File: src/rtl/acs_unit_if.sv
// Branch-metric inputs and decision/metric outputs of one radix-2 ACS stage.
// Latency: n/a (wiring only); the slave modport belongs to acs_unit.
// Backpressure: none, every symbol presented with bm_valid_i is consumed.
// Ports: start_i, bm_valid_i, bm_00_i/bm_11_i/bm_10_i/bm_01_i (source -> ACS);
//        pm0_o..pm3_o, dec_o, dec_valid_o, best_state_o, step_cnt_o (ACS -> sink).
interface acs_unit_if #(
    parameter int PM_W = 6
);
    logic            start_i;
    logic            bm_valid_i;
    logic [1:0]      bm_00_i;
    logic [1:0]      bm_11_i;
    logic [1:0]      bm_10_i;
    logic [1:0]      bm_01_i;
    logic [PM_W-1:0] pm0_o;
    logic [PM_W-1:0] pm1_o;
    logic [PM_W-1:0] pm2_o;
    logic [PM_W-1:0] pm3_o;
    logic [3:0]      dec_o;
    logic            dec_valid_o;
    logic [1:0]      best_state_o;
    logic [15:0]     step_cnt_o;

    modport master (
        output start_i, bm_valid_i, bm_00_i, bm_11_i, bm_10_i, bm_01_i,
        input  pm0_o, pm1_o, pm2_o, pm3_o, dec_o, dec_valid_o, best_state_o, step_cnt_o
    );

    modport slave (
        input  start_i, bm_valid_i, bm_00_i, bm_11_i, bm_10_i, bm_01_i,
        output pm0_o, pm1_o, pm2_o, pm3_o, dec_o, dec_valid_o, best_state_o, step_cnt_o
    );
endinterface

File: src/rtl/acs_unit.sv
// Add-compare-select for a 4-state (K=3) Viterbi trellis with survivor decisions.
// Latency: 1 cycle from an accepted symbol to registered metrics/decisions.
// Backpressure: none; every bm_valid_i symbol is consumed on its edge.
// Ports: clk_i, rst_i (async, active-high), bus (acs_unit_if.slave).
// Optional feature: define ACS_NORM_EN to subtract the minimum new metric from all
// four before registering; otherwise each metric saturates at 2^PM_W-1.
module acs_unit #(
    parameter int PM_W    = 6,
    parameter int INIT_PM = 8
) (
    input  logic         clk_i,
    input  logic         rst_i,
    acs_unit_if.slave    bus
);
    localparam int CW = PM_W + 1;                       // candidate width, never wraps
    localparam logic [PM_W-1:0] PM_MAX  = '1;
    localparam logic [PM_W-1:0] PM_INIT = PM_W'(INIT_PM);

    logic [PM_W-1:0] pm_q [4];
    logic [3:0]      dec_q;
    logic            dec_vld_q;
    logic [1:0]      best_q;
    logic [15:0]     step_q;

    logic [CW-1:0]   base   [4];
    logic [CW-1:0]   cand_a [4];    // from lower-numbered predecessor
    logic [CW-1:0]   cand_b [4];    // from higher-numbered predecessor
    logic [CW-1:0]   surv   [4];
    logic [CW-1:0]   nrm    [4];
    logic [PM_W-1:0] pm_d   [4];
    logic [3:0]      dec_d;
    logic [1:0]      best_d;
    logic [CW-1:0]   min_c;
    logic [CW-1:0]   b00, b11, b10, b01;

    always_comb begin
        b00 = CW'(bus.bm_00_i);
        b11 = CW'(bus.bm_11_i);
        b10 = CW'(bus.bm_10_i);
        b01 = CW'(bus.bm_01_i);

        // A start coinciding with a symbol uses the initial metrics as predecessors.
        for (int i = 0; i < 4; i++) begin
            if (bus.start_i)
                base[i] = (i == 0) ? '0 : {1'b0, PM_INIT};
            else
                base[i] = {1'b0, pm_q[i]};
        end

        cand_a[0] = base[0] + b00;  cand_b[0] = base[2] + b11;
        cand_a[1] = base[0] + b11;  cand_b[1] = base[2] + b00;
        cand_a[2] = base[1] + b10;  cand_b[2] = base[3] + b01;
        cand_a[3] = base[1] + b01;  cand_b[3] = base[3] + b10;

        // Strict less-than: a tie keeps the lower-numbered predecessor.
        for (int i = 0; i < 4; i++) begin
            dec_d[i] = cand_b[i] < cand_a[i];
            surv[i]  = dec_d[i] ? cand_b[i] : cand_a[i];
        end

        min_c = surv[0];
        for (int i = 1; i < 4; i++) begin
            if (surv[i] < min_c)
                min_c = surv[i];
        end

        for (int i = 0; i < 4; i++) begin
`ifdef ACS_NORM_EN
            nrm[i] = surv[i] - min_c;
`else
            nrm[i] = surv[i];
`endif
            pm_d[i] = (nrm[i] > {1'b0, PM_MAX}) ? PM_MAX : nrm[i][PM_W-1:0];
        end

        best_d = 2'd0;
        for (int i = 1; i < 4; i++) begin
            if (pm_d[i] < pm_d[best_d])
                best_d = 2'(i);
        end
    end

    always_ff @(posedge clk_i or posedge rst_i) begin
        if (rst_i) begin
            pm_q[0]   <= '0;
            pm_q[1]   <= PM_INIT;
            pm_q[2]   <= PM_INIT;
            pm_q[3]   <= PM_INIT;
            dec_q     <= '0;
            dec_vld_q <= 1'b0;
            best_q    <= '0;
            step_q    <= '0;
        end else if (bus.bm_valid_i) begin
            for (int i = 0; i < 4; i++)
                pm_q[i] <= pm_d[i];
            dec_q     <= dec_d;
            dec_vld_q <= 1'b1;
            best_q    <= best_d;
            step_q    <= bus.start_i ? 16'd1 : step_q + 16'd1;
        end else if (bus.start_i) begin
            pm_q[0]   <= '0;
            pm_q[1]   <= PM_INIT;
            pm_q[2]   <= PM_INIT;
            pm_q[3]   <= PM_INIT;
            dec_q     <= '0;
            dec_vld_q <= 1'b0;
            best_q    <= '0;
            step_q    <= '0;
        end else begin
            dec_vld_q <= 1'b0;
        end
    end

    assign bus.pm0_o        = pm_q[0];
    assign bus.pm1_o        = pm_q[1];
    assign bus.pm2_o        = pm_q[2];
    assign bus.pm3_o        = pm_q[3];
    assign bus.dec_o        = dec_q;
    assign bus.dec_valid_o  = dec_vld_q;
    assign bus.best_state_o = best_q;
    assign bus.step_cnt_o   = step_q;
endmodule

File: src/flat_wrapper.sv
// flat-port wrapper written by rule: the top's interface ports become plain ports
module acs_unit_flat 
#(
    parameter int PM_W    = 6,
    parameter int INIT_PM = 8
)
  (clk_i, rst_i, bus_start_i, bus_bm_valid_i, bus_bm_00_i, bus_bm_11_i, bus_bm_10_i, bus_bm_01_i, bus_pm0_o, bus_pm1_o, bus_pm2_o, bus_pm3_o, bus_dec_o, bus_dec_valid_o, bus_best_state_o, bus_step_cnt_o);
  acs_unit_if #(.PM_W(PM_W)) bus_i ();
  input  logic clk_i;
  input  logic rst_i;
  input wire logic [$bits(bus_i.start_i)-1:0] bus_start_i;
  input wire logic [$bits(bus_i.bm_valid_i)-1:0] bus_bm_valid_i;
  input wire logic [$bits(bus_i.bm_00_i)-1:0] bus_bm_00_i;
  input wire logic [$bits(bus_i.bm_11_i)-1:0] bus_bm_11_i;
  input wire logic [$bits(bus_i.bm_10_i)-1:0] bus_bm_10_i;
  input wire logic [$bits(bus_i.bm_01_i)-1:0] bus_bm_01_i;
  output wire logic [$bits(bus_i.pm0_o)-1:0] bus_pm0_o;
  output wire logic [$bits(bus_i.pm1_o)-1:0] bus_pm1_o;
  output wire logic [$bits(bus_i.pm2_o)-1:0] bus_pm2_o;
  output wire logic [$bits(bus_i.pm3_o)-1:0] bus_pm3_o;
  output wire logic [$bits(bus_i.dec_o)-1:0] bus_dec_o;
  output wire logic [$bits(bus_i.dec_valid_o)-1:0] bus_dec_valid_o;
  output wire logic [$bits(bus_i.best_state_o)-1:0] bus_best_state_o;
  output wire logic [$bits(bus_i.step_cnt_o)-1:0] bus_step_cnt_o;
  assign bus_i.start_i = bus_start_i;
  assign bus_i.bm_valid_i = bus_bm_valid_i;
  assign bus_i.bm_00_i = bus_bm_00_i;
  assign bus_i.bm_11_i = bus_bm_11_i;
  assign bus_i.bm_10_i = bus_bm_10_i;
  assign bus_i.bm_01_i = bus_bm_01_i;
  assign bus_pm0_o = bus_i.pm0_o;
  assign bus_pm1_o = bus_i.pm1_o;
  assign bus_pm2_o = bus_i.pm2_o;
  assign bus_pm3_o = bus_i.pm3_o;
  assign bus_dec_o = bus_i.dec_o;
  assign bus_dec_valid_o = bus_i.dec_valid_o;
  assign bus_best_state_o = bus_i.best_state_o;
  assign bus_step_cnt_o = bus_i.step_cnt_o;
  acs_unit #(.PM_W(PM_W), .INIT_PM(INIT_PM)) u_core (.clk_i(clk_i), .rst_i(rst_i), .bus(bus_i));
endmodule
File: config.mk
export PLATFORM = sky130hd
export DESIGN_NAME = acs_unit_flat
export DESIGN_NICKNAME = d
export VERILOG_FILES = /design/src/rtl/acs_unit_if.sv /design/src/rtl/acs_unit.sv /design/src/flat_wrapper.sv
export SDC_FILE = /design/constraint.sdc
export NUM_CORES = 1
export LEC_CHECK = 0
export BUFFER_PORTS_ARGS = -buffer_cell sky130_fd_sc_hd__buf_2
export CORE_AREA = 2 2 97 99
export CTS_CLUSTER_DIAMETER = 60
export CTS_CLUSTER_SIZE = 16
export DETAILED_ROUTE_END_ITERATION = 7
export DIE_AREA = 0 0 99 101
export GPL_TIMING_DRIVEN = 0
export HOLD_SLACK_MARGIN = 0.06
export MAX_ROUTING_LAYER = met4
export PLACE_DENSITY = 0.77
export SYNTH_ARGS = -nofsm -noshare
export SYNTH_HDL_FRONTEND = slang
export SYNTH_SLANG_ARGS = --single-unit
export TNS_END_PERCENT = 30
File: constraint.sdc
create_clock -name clk_i -period 6.9 [get_ports clk_i]
set_input_delay 0.345 -clock clk_i [delete_from_list [all_inputs] [get_ports clk_i]]
set_output_delay 0.345 -clock clk_i [all_outputs]
set_load 0.02 [all_outputs]
==> summary.txt <==
Outcome
  – Status: completed

Critical path
  – Max FO, Critical Path: 9
  – Worst r2r path cells: 35
  – Crit Path Class: in -> reg
  – Most used cell, CP: ha_4
  – Worst Path Required: 7.15 ns
  – CP peak stage delay: 0.34 ns
  – R2r startpoint: u_core.bus.pm2_o[1]$_DFFE_PP0P_
  – Reg-to-reg critical path endpoint: u_core.bus.best_state_o[1]$_DFFE_PP0P_
  – Setup crit end kind: flop
  – Worst setup SP type: primary input
  – Arr. time, crit path: 7.01 ns
  – Slowest CP cell: or3_4
  – R2R setup slack: 0.18 ns

CTS
  – TritonCTS buffer count: 5
  – Clock Latency Late Sink: 0.31 ns
  – TritonCTS clock tree: yes
  – Maximum level of the CTS H-tree: 2
  – Root Driver: clkbuf_8
  – CTS clk-pin slew, worst paths: 0.11 ns
  – Clock Sinks: 47
  – Maximum root-to-sink buffer count: 2

Timing
  – Fmax achieved: 148 MHz
  – Fin crit share: 97.9%
  – Hold Vio Cnt, Final: 0
  – Tmin final: 6.76 ns
  – Slew Limit Headroom: 56.4%
  – Final worst slack: 0.142 ns
  – RSZ-0062 raised after global routing: yes
  – Worst Skew: 0.0111 ns
  – Worst Tran Pin Value: 0.647 ns
  – Final Slew Violations: 0
  – Setup TNS: 0 ns
  – Hold WS: 0.145 ns
  – # setup viols final: 0

Route
  – Vias: 4842
  – Antenna-violating nets left: 0
  – DRT iter0 DRCs: 383
  – WL final: 14900 microns
  – DRC Markers: 0
  – Detailed-route vias per instance: 6.09
  – Drt pass-1 iters: 5
  – Routed len/inst: 18.8 microns

Global route
  – Largest net degree at the start of global routing: 43
  – Number of global-route vias before repair: 4624
  – All-Layer GR Usage: 29.2%
  – Antenna violations before repair: 0
  – Final global-route overflow total: 0
  – First-pass GRT wire length: 22700 microns

Yosys
  – Yosys cell types: 71
  – YS warnings: 0
  – Async S/R FF share, synth: 100%
  – Sequential element share of the synthesized area: 24.8%
  – Predominant post-synthesis flop cell: dfrtp_1
  – Cells after Synth: 576
  – Syn Area/Cell: 8.27 sq um
  – Post-synth EDFFs: 0
  – Synth Cell Area: 4760 sq um
  – Yosys reg bits: 47
  – Net count after synthesis: 648

Cells and area
  – Antenna diode count: 0
  – FILL cells: 679
  – Final nets: 755
  – Most frequent cells in the layout: nand2_1, buf_2, nor2_1
  – Layout cell share with drive strength beyond 1: 30.3%
  – Area Overhead vs Synth: 27.6%

Placement
  – Pre-CTS WS: -1.16 ns
  – DP HPWL: 10900 microns
  – Buffers on Ports: 57
  – Gp weighted congestion: 0.979

Worst hold path
  – Hold path start: bus_bm_valid_i
  – Min-Delay Path Class: in -> reg
  – WHS Path Cells: 1
  – Hold EP: u_core.bus.dec_valid_o$_DFF_PP0_

Floorplanning
  – Io pins: 59
  – Full die area: 10000 sq um
  – Core ar.: 8980 sq um
  – # rows: 35
  – Die height: 101 microns
  – Initial Util: 53.1%
  – Die width: 99 microns

Flow run
  – Max Cap Violations: 0
[metal layers]
layer  routed length [microns]  vias to the layer above  track usage (%)
met4                       533                        0             12.0
met5                         0                        -                -
li1                          -                     2259                -
met3                       888                       48             2.91
met1                      6080                     2330             35.8
met2                      7410                      205             49.4
[kinds of logic after synthesis]
logic type / count (synthesis) / share of synthesized area, %
compound gates: 140 / 18.7
xor+xnor: 32 / 5.88
fa+ha+maj: 62 / 16.8
buf+inv: 51 / 4.47
flops: 47 / 24.8
mux: 24 / 5.94
simple gates: 220 / 23.4
[critical path, delay by kind of cell]
family	cells	cell delay [ns]
compound gates	14	2.56
fa+ha+maj	6	1.28
buf+inv	7	0.95
mux	2	0.63
simple gates	8	1.21
[registers in the layout (all words and copies together), names as in the netlist]
signal and flops:
u_core.bus.pm2_o 6, u_core.bus.step_cnt_o 16, u_core.bus.dec_valid_o 1, u_core.bus.dec_o 4
u_core.bus.pm3_o 6, u_core.bus.pm1_o 6, u_core.bus.best_state_o 2, u_core.bus.pm0_o 6
[cell type report]
class | instances | area (sq um) | area share (%)
clock inverter | 3 | 27.5 | 0.453
clock buffer | 5 | 68.8 | 1.13
sequential | 47 | 1180 | 19.4
buffer | 23 | 208 | 3.42
tap | 111 | 139 | 2.29
timing repair buffer | 101 | 638 | 10.5
multi-input combinational | 478 | 3710 | 61.0
inverter | 27 | 106 | 1.75
[synthesized netlist by cell type (5+ instances only)]
cell type,instances,area (sq um)
nand2_1,61,229
ha_1,56,701
nor2_1,53,199
a21oi_1,46,230
dfrtp_1,44,1100
o21ai_0,42,210
inv_1,27,101
nand3_1,16,80.1
xnor2_1,16,140
xor2_1,16,140
clkbuf_1,14,52.6
nor2b_1,13,81.3
and3_1,11,68.8
mux2i_1,11,110
or3_1,10,62.6
nor3_1,9,45.0
a21o_1,8,60.1
mux2_2,8,90.1
a31oi_1,6,37.5
and2_1,5,31.3
buf_1,5,18.8
nand4_1,5,31.3
o21a_1,5,37.5
o21ai_1,5,25.0
or2_2,5,31.3
[how the worst max path moves through the flow]
stage	start	endpoint	slack, ns
5_1_grt	u_core.bus.pm0_o[1]$_DFFE_PP0P_	u_core.bus.best_state_o[1]$_DFFE_PP0P_	-0.18
3_3_place_gp	bus_start_i	u_core.bus.best_state_o[0]$_DFFE_PP0P_	-0.92
4_1_cts	bus_start_i	u_core.bus.best_state_o[0]$_DFFE_PP0P_	0.002
3_5_place_dp	bus_start_i	u_core.bus.best_state_o[0]$_DFFE_PP0P_	-1.16
6_report	bus_start_i	u_core.bus.best_state_o[1]$_DFFE_PP0P_	0.14
2_1_floorplan	bus_start_i	u_core.bus.best_state_o[0]$_DFFE_PP0P_	0.002
[what timing repair did]
action                                  CTS  global route
gates cloned                              0             0
pin swaps                                13            29
buffers inserted                         19            23
gates resized for setup                  34            40
endpoints found under the setup margin    2             2
hold buffers                              1             0
hold endpoints to repair                  5             0
[metrics by stage]
step / util [%] / area [sq um] / std cells
5_1_grt: 67.7 / 6080 / 795
2_1_floorplan: - / 4860 / 576
3_5_place_dp: 59.1 / 5300 / 745
6_report: 67.7 / 6080 / 795
3_3_place_gp: 58.8 / 5280 / 744
4_1_cts: 63.5 / 5700 / 772
Power is not shown: default switching activity piles up to over one toggle a cycle in this logic, so the estimate is an artifact.
